==> src/rtl/roll_hist_pkg.sv <==
// Shared types and constants for the die-roll requester / histogram collector.
package roll_hist_pkg;

   typedef enum logic [2:0] {
      S_IDLE,
      S_REQ,
      S_WAIT,
      S_SAMPLE,
      S_GAP,
      S_DONE
   } state_t;

   localparam int unsigned FACE_MIN    = 1;
   localparam int unsigned FACE_MAX    = 6;
   localparam int unsigned NUM_FACES   = 6;
   localparam int unsigned RNG_LATENCY = 2;

   // True when a returned roll is a legal die face.
   function automatic logic is_face(input logic [2:0] v);
      return (v >= 3'(FACE_MIN)) && (v <= 3'(FACE_MAX));
   endfunction

endpackage

==> src/rtl/sat_counter.sv <==
// Saturating up-counter with synchronous clear; holds at all-ones.
module sat_counter #(
   parameter int unsigned W = 8
) (
   input  logic         clk,
   input  logic         rstn,
   input  logic         clr,
   input  logic         inc,
   output logic [W-1:0] count
);

   always_ff @(posedge clk or negedge rstn) begin
      if (!rstn)
         count <= '0;
      else if (clr)
         count <= '0;
      else if (inc && (count != '1))
         count <= count + W'(1);
   end

endmodule

==> src/rtl/roll_histogram.sv <==
// Issues N_ROLLS roll requests to the die-roll generator and histograms the
// returned values, counting out-of-range results separately.
module roll_histogram
   import roll_hist_pkg::*;
#(
   parameter int unsigned N_ROLLS = 16,
   parameter int unsigned GAP     = 2,
   parameter int unsigned CNT_W   = 8
) (
   input  logic                       clk,
   input  logic                       rstn,
   input  logic                       i_start,
   output logic                       o_pulse,
   input  logic [2:0]                 i_rn,
   output logic                       o_busy,
   output logic                       o_done,
   output logic [NUM_FACES*CNT_W-1:0] o_hist,
   output logic [CNT_W-1:0]           o_err_cnt,
   output logic [2:0]                 o_last_rn
);

   localparam int unsigned ROLL_W   = $clog2(N_ROLLS + 1);
   localparam int unsigned GAP_W    = (GAP > 1) ? $clog2(GAP) : 1;
   localparam int unsigned GAP_LAST = (GAP > 0) ? GAP - 1 : 0;

   state_t             state;
   state_t             next_state;
   logic [ROLL_W-1:0]  roll_cnt;
   logic [GAP_W-1:0]   gap_cnt;
   logic               clr;
   logic               sample;

   // Next-state decode; clr marks an accepted start, sample marks the capture edge.
   always_comb begin
      next_state = state;
      clr        = 1'b0;
      sample     = 1'b0;
      case (state)
         S_IDLE: begin
            if (i_start) begin
               next_state = S_REQ;
               clr        = 1'b1;
            end
         end
         S_REQ:  next_state = S_WAIT;
         S_WAIT: next_state = S_SAMPLE;
         S_SAMPLE: begin
            sample = 1'b1;
            if (roll_cnt == ROLL_W'(N_ROLLS - 1))
               next_state = S_DONE;
            else if (GAP > 0)
               next_state = S_GAP;
            else
               next_state = S_REQ;
         end
         S_GAP: begin
            if (gap_cnt == GAP_W'(GAP_LAST))
               next_state = S_REQ;
         end
         S_DONE:  next_state = S_IDLE;
         default: next_state = S_IDLE;
      endcase
   end

   // Control outputs are registered from the next state so they align with it.
   always_ff @(posedge clk or negedge rstn) begin
      if (!rstn) begin
         state     <= S_IDLE;
         roll_cnt  <= '0;
         gap_cnt   <= '0;
         o_pulse   <= 1'b0;
         o_busy    <= 1'b0;
         o_done    <= 1'b0;
         o_last_rn <= 3'b001;
      end else begin
         state   <= next_state;
         o_pulse <= (next_state == S_REQ);
         o_busy  <= (next_state != S_IDLE);
         o_done  <= (next_state == S_DONE);
         if (clr)
            roll_cnt <= '0;
         else if (sample)
            roll_cnt <= roll_cnt + ROLL_W'(1);
         if ((state == S_GAP) && (next_state == S_GAP))
            gap_cnt <= gap_cnt + GAP_W'(1);
         else
            gap_cnt <= '0;
         if (sample)
            o_last_rn <= i_rn;
      end
   end

   for (genvar k = 0; k < NUM_FACES; k++) begin : g_face
      sat_counter #(.W(CNT_W)) u_face (
         .clk   (clk),
         .rstn  (rstn),
         .clr   (clr),
         .inc   (sample && (i_rn == 3'(k + 1))),
         .count (o_hist[k*CNT_W +: CNT_W])
      );
   end

   sat_counter #(.W(CNT_W)) u_err (
      .clk   (clk),
      .rstn  (rstn),
      .clr   (clr),
      .inc   (sample && !is_face(i_rn)),
      .count (o_err_cnt)
   );

endmodule
==> config.mk <==
export PLATFORM = sky130hd
export DESIGN_NAME = roll_histogram
export DESIGN_NICKNAME = d
export VERILOG_FILES = /design/src/rtl/roll_hist_pkg.sv /design/src/rtl/sat_counter.sv /design/src/rtl/roll_histogram.sv
export SDC_FILE = /design/constraint.sdc
export NUM_CORES = 1
export LEC_CHECK = 0
export ABC_AREA = 1
export CORE_MARGIN = 1
export CORE_UTILIZATION = 65
export CTS_BUF_LIST = sky130_fd_sc_hd__clkbuf_8
export DETAILED_ROUTE_END_ITERATION = 7
export DONT_BUFFER_PORTS = 1
export PLACE_DENSITY = 0.85
export SYNTH_ARGS = -nofsm -noshare
export SYNTH_HDL_FRONTEND = slang
export SYNTH_SLANG_ARGS = --single-unit
export TNS_END_PERCENT = 50
==> constraint.sdc <==
create_clock -name clk -period 1.8 [get_ports clk]
set_input_delay 0.36 -clock clk [delete_from_list [all_inputs] [get_ports clk]]
set_output_delay 0.36 -clock clk [all_outputs]
set_load 0.01 [all_outputs]
# [Word-level counts from Yosys, hierarchy flattened]
# Index checks and enable logic that the tools add are counted.
# Widths: inputs -> output; s select.
[classes] n_div=0 addsub=9 n_mux=24 n_mul=0 n_shift=0 n_eq_ne=21 reduce_logical=27 magnitude_cmp=2 bitwise=0
[op_table] op="$mux 8" count=14
[op_table] op="$add 8x1->8 const B" count=7
[op_table] op="$ne 8x8->1 const B" count=7
[op_table] op="$eq 3x3->1 const B" count=6
[op_table] op="$logic_and 1x1->1" count=16
[op_table] op="$reduce_bool 2->1" count=8
[op_table] op="$pmux 3 s5" count=1
[op_table] op="$eq 3x2->1 const B" count=4
[op_table] op="$mux 5" count=2
[op_table] op="$eq 3x1->1 const B" count=3
[op_table] op="$mux 3" count=2
[op_table] op="$add 5x1->5 const B" count=1
[op_table] op="$eq 5x4->1 const B" count=1
[op_table] op="$mux 1" count=5
[op_table] op="$ge 3x1->1 const B" count=1
[op_table] op="$le 3x3->1 const B" count=1
[op_table] op="$logic_not 3->1" count=1
[op_table] op="$reduce_bool 3->1" count=1
[op_table] op="$add 1x1->1 const B" count=1
[op_table] op="$logic_not 1->1" count=1
[word_totals] ramBits=0 memories=0 word_cells=97 regBits=71 in_bits=6 rom_bits=0 out_inout_bits=62 latchBits=0

# [Depth between registers and ports, before layout]
[depth] ltp_word=7 mapped_depth=9 ltp_nobuf=9

# [Modules after synthesis]
# Synthesis repeated with hierarchy kept, for this count alone.
[unflattened] hier_cells=609 area_unflattened_um2=4321.6
[by_module_without_submodules] mod="sat_counter" area_each_um2=511.7 seq_area_each_um2=200.2 n_inst=7 cells_per_inst=74
[by_module_without_submodules] mod="roll_histogram" area_each_um2=739.5 seq_area_each_um2=376.6 n_inst=1 cells_per_inst=91

# [Least setup slack after synthesis]
# No wires, ideal clock.
[synth_timing] kind="register to register" from="register g_face[0].u_face.count[0]" to="register g_face[0].u_face.count[5]" t_arrival_ns=1.373 path_stages_with_launch=8 setup_ns=0.066 n_path_buf=0 required_time_ns=1.734 path_slack_ns=0.362 period_less_slack_ns=1.438 path_cell_list="dfrtp_1 > ha_1 > nand3_1 > nor2_1 > nor2_4 > nor2_2 > nand2_1 > nand2_1"
[synth_via] elab_chain_cells=3 word_cells_on_any_way=6 classes_between="add/sub: 1; eq/ne: 1; mux: 2; reduce/logical: 2"
[synth_rtl] item="start, declared" line_no="sat_counter.sv:9" rtl="output logic [W-1:0] count"
[synth_rtl] item="start signal, assigned" line_no="sat_counter.sv:18" rtl="count <= count + W'(1);"
[synth_rtl] item="$add 8x1->8 or $ne 8x8->1 (tied branches)" line_no="sat_counter.sv:18, sat_counter.sv:17"
[synth_rtl] item="$mux 8 or $logic_and 1x1->1 (tied branches)" line_no="sat_counter.sv:17" rtl="else if (inc && (count != '1))"
[synth_rtl] item="$mux 8 or $reduce_bool 2->1 (tied branches)"
# Parallel ways exist; a longest one is shown, timed or not. The select of a mux whose other input is x is not followed.
# A chain may end at the register's enable or synchronous reset.

# [Worst setup path in the final report]
[layout_timing] from="register state[2]" to="register g_face[3].u_face.count[4]"
[layout_via] elab_chain_cells=5 word_cells_on_any_way=8 classes_between="eq/ne: 1; mux: 3; reduce/logical: 4"
[layout_rtl] item="start, declared" line_no="roll_histogram.sv:26" rtl="state_t state;"
[layout_rtl] item="start signal, assigned" line_no="roll_histogram.sv:76" rtl="state <= next_state;"
[layout_rtl] item="$eq 3x2->1" line_no="roll_histogram.sv:38" rtl="case (state)"
[layout_rtl] item="$mux 1" line_no="roll_histogram.sv:38"
[layout_rtl] item="$logic_and 1x1->1" line_no="roll_histogram.sv:98" rtl=".inc (sample && (i_rn == 3'(k + 1))),"
[layout_rtl] item="$logic_and 1x1->1" line_no="sat_counter.sv:17"
[layout_rtl] item="$reduce_bool 2->1 (no line)"
[layout_rtl] item="end signal, assigned" line_no="sat_counter.sv:18"
[layout_rtl] item="end, declared" line_no="sat_counter.sv:9"
# Parallel ways exist; a longest one is shown, timed or not.

==> run metrics <==
Peak supply drop=0.491 mV; Pint=2.36 mW; sequential share of power=0.582; # Post-CTS Setup Buffers=0; n_diodes=0; Min Hold Slack=-0.293 ns; Final Hold Fails=71; mux cell area share after synthesis=0; gpl congestion=0.811; met2 Usage GRT=0.475; Worst Hold Class=primary input to async pin; Post-Syn Area=0.00404 mm^2; final WL=8.41 mm; H-tree levels=3; crit-path max cell delay=0.46 ns; Tcrit/Tclk final=0.940; Synth Area in XOR/XNOR=0.0478; ordered cell list for the critical path=inv_2 -> nand3_2 -> nor2_1 -> nand2_1 -> inv_1 -> nor2_4 -> nand2_1 -> nand2_1; total gr overflow=0; most frequent cell after synthesis=nand2_1; chip width=80.8 um; most frequent CP cell=nand2_1; pre-CTS setup slack=0.111 ns; die area=0.00653 mm^2; # port buffers=0; CP Buf/Inv Count=2; top post-synthesis cells by area=dfrtp_1 (43%), nand2_1 (19%), nand3_1 (8.9%), nor2_1 (7.3%), inv_1 (4.6%); WS Path Type=flop to flop; main combinational cell family by area after synthesis=simple AND/OR/NAND/NOR gates; Cell variety after synth=23; ys flop type=dfrtp_1; PnR worst setup slack=0.107 ns; largest net degree at the start of global routing=72; critical path launch point type=flop; num ports=68; R2R setup slack=0.11 ns; DR vias/cell=5.48; register area share after synthesis=0.441; core footprint=0.00596 mm^2; Synth Area in Compound Gates=0.0140; layout cells sized above 1=0.0595; global-route wire length before repair=14.2 mm; Slew HR=0.681; Final Skew=0.00711 ns; Leakage=2.30 nW; clock root buffer=clkbuf_8; Final Max Slew Viols=0; Die Span Y=80.8 um; Post-Synth Simple-Gate Area=0.413; Num CTS Buffers=9; leading area contributor after synthesis=dfrtp_1; synth warn=0; number of flops mapped to enable cells by yosys=0; Synth top area share=0.434; post-route ant nets=0; GRT Max-Usage Layer=met2; Synth Instances=560; met1 usage=0.351; post-synthesis adder-cell area fraction=0.0279; status=finished, violations left; Max FO, Critical Path=12; DPL Wire Length=5.94 mm; Final #Nets=583; TNS Setup=0 ns; initial core utilization=0.678; Yosys reg bits=71; DRC viols=0; Worst R2R Path Depth=8; CP delay by family, top=simple AND/OR/NAND/NOR gates; met3 GRT Util=0.0809; PwrDens=749 mW/mm^2; RSZ-0062 raised after global routing=false; clk_lat worst skew=0.34 ns; Pre-antenna DRT Iters=4; worst r2r src=state[2]; CTS tree=done; failing checks=negative hold slack; Total GRT Usage=0.285; Iter 0 DRT Violations=164; Reg2Reg Capture Point=g_face[3].u_face.count[4]; antenna violations before repair=0; Synth Net Count=575; sw power=0.865 mW; TritonCTS Sinks=71; CTS Buffer Depth=2; # setup viols final=0; worst slew pin tran=0.478 ns; layout overhead on the synthesized area=6.64%; Finished Core Util=0.722; switching share of power=0.268; number of global-route vias before repair=3308; Max Cap Viol=0; combinational fraction of design power=0.083; CP Capture Type=flop; Tot Pwr=3.22 mW; row count=28; CP required=2.03 ns; asr flop ratio synth=1.00; clock share of power=0.336; Post-synth top cells=nand2_1 (209), nor2_1 (78), nand3_1 (72); fmax=591 MHz; clock-pin transition on the worst setup and hold timing paths=0.07 ns; Period minus WS final=1.69 ns; Avg Cell Area, Syn=7.21 um^2; crit path DAT=1.92 ns; Max stage delay cell, worst path=dfrtp_1; WL per Instance=13.0 um; via count=3542
[cell usage in the layout (no fill, tap or decap)]
| cell type | netlist | layout |
|---|---|---|
| ha_1 | 9 | 9 |
| nor2_2 | 2 | 1 |
| nand3_2 | 2 | 2 |
| clkinv_2 | 0 | 1 |
| nand2_2 | 0 | 1 |
| nand2_1 | 209 | 208 |
| nor3_1 | 5 | 5 |
| dfrtp_2 | 0 | 1 |
| dfstp_2 | 1 | 1 |
| nor2_1 | 78 | 78 |
| nand4_1 | 9 | 9 |
| buf_4 | 0 | 5 |
| o22ai_1 | 1 | 1 |
| nand3_1 | 72 | 72 |
| inv_2 | 2 | 3 |
| nor2_4 | 7 | 8 |
| o21ai_0 | 7 | 7 |
| o211a_1 | 1 | 1 |
| xnor2_1 | 8 | 8 |
| nand3b_1 | 5 | 5 |
| dfrtp_1 | 70 | 69 |
| xor2_1 | 14 | 14 |
| clkbuf_8 | 0 | 11 |
| a21oi_1 | 1 | 1 |
| inv_1 | 49 | 50 |
[routing by layer]
metal	wire, um	share of wire	up-vias
met5	0	0	-
met4	134	0.016	0
met3	587	0.070	12
met2	4030	0.48	102
met1	3660	0.44	1651
li1	-	-	1777
[sequential cells by signal, indices dropped and copies added, names as in the netlist]
name	cells
g_face.u_face.count	48
gap_cnt	1
o_busy	1
o_done	1
o_last_rn	3
o_pulse	1
roll_cnt	5
state	3
u_err.count	8
[cells by family (layout without fill, tap and decap cells)]
| group | count (synthesis) | after routing |
|---|---|---|
| fa+ha+maj | 9 | 9 |
| flops | 71 | 71 |
| simple gates | 389 | 389 |
| xor+xnor | 22 | 22 |
| compound gates | 10 | 10 |
| buf+inv | 59 | 70 |
[final cells by class]
type | instances | area [um^2]
clock buffers | 11 | 151
clock inverters | 3 | 12.5
fillers | 440 | 1650
inverters | 51 | 191
multi-input cells | 430 | 2040
flip-flops and latches | 71 | 1780
well taps | 75 | 93.8
repair buffers | 5 | 37.5
[power by group through the flow]
| stage | Sequential (mW) | Clock, mW | Combinational [mW] |
|---|---|---|---|
| 2_1_floorplan | 1.87 | 0 | 0.198 |
| 3_3_place_gp | 1.90 | 0 | 0.245 |
| 3_5_place_dp | 1.90 | 0 | 0.267 |
| 4_1_cts | 1.87 | 1.11 | 0.270 |
| 5_1_grt | 1.89 | 1.17 | 0.310 |
| 6_report | 1.88 | 1.08 | 0.267 |
[what timing repair did]
item / in CTS / in global routing
endpoints found under the setup margin: 0 / 15
endpoints found under the hold margin: 71 / 71
resized for setup: 0 / 4
[through the flow]
step | std cells | area (um^2)
4_1_cts | 646 | 4290
3_3_place_gp | 632 | 4130
3_5_place_dp | 632 | 4130
5_1_grt | 646 | 4300
6_report | 646 | 4300
2_1_floorplan | 560 | 4040
[worst max-delay path by stage]
stage,from,end,slack [ns],depth (start not counted)
2_1_floorplan,g_face[0].u_face.count[0],g_face[0].u_face.count[5],0.36,7
3_3_place_gp,g_face[1].u_face.count[0],g_face[1].u_face.count[7],0.17,7
3_5_place_dp,g_face[1].u_face.count[0],g_face[1].u_face.count[2],0.11,7
4_1_cts,g_face[1].u_face.count[0],g_face[1].u_face.count[2],0.09,7
5_1_grt,state[2],g_face[2].u_face.count[1],0.0009,8
6_report,state[2],g_face[3].u_face.count[4],0.11,8
No activity file was read; power rests on OpenSTA's default activity.
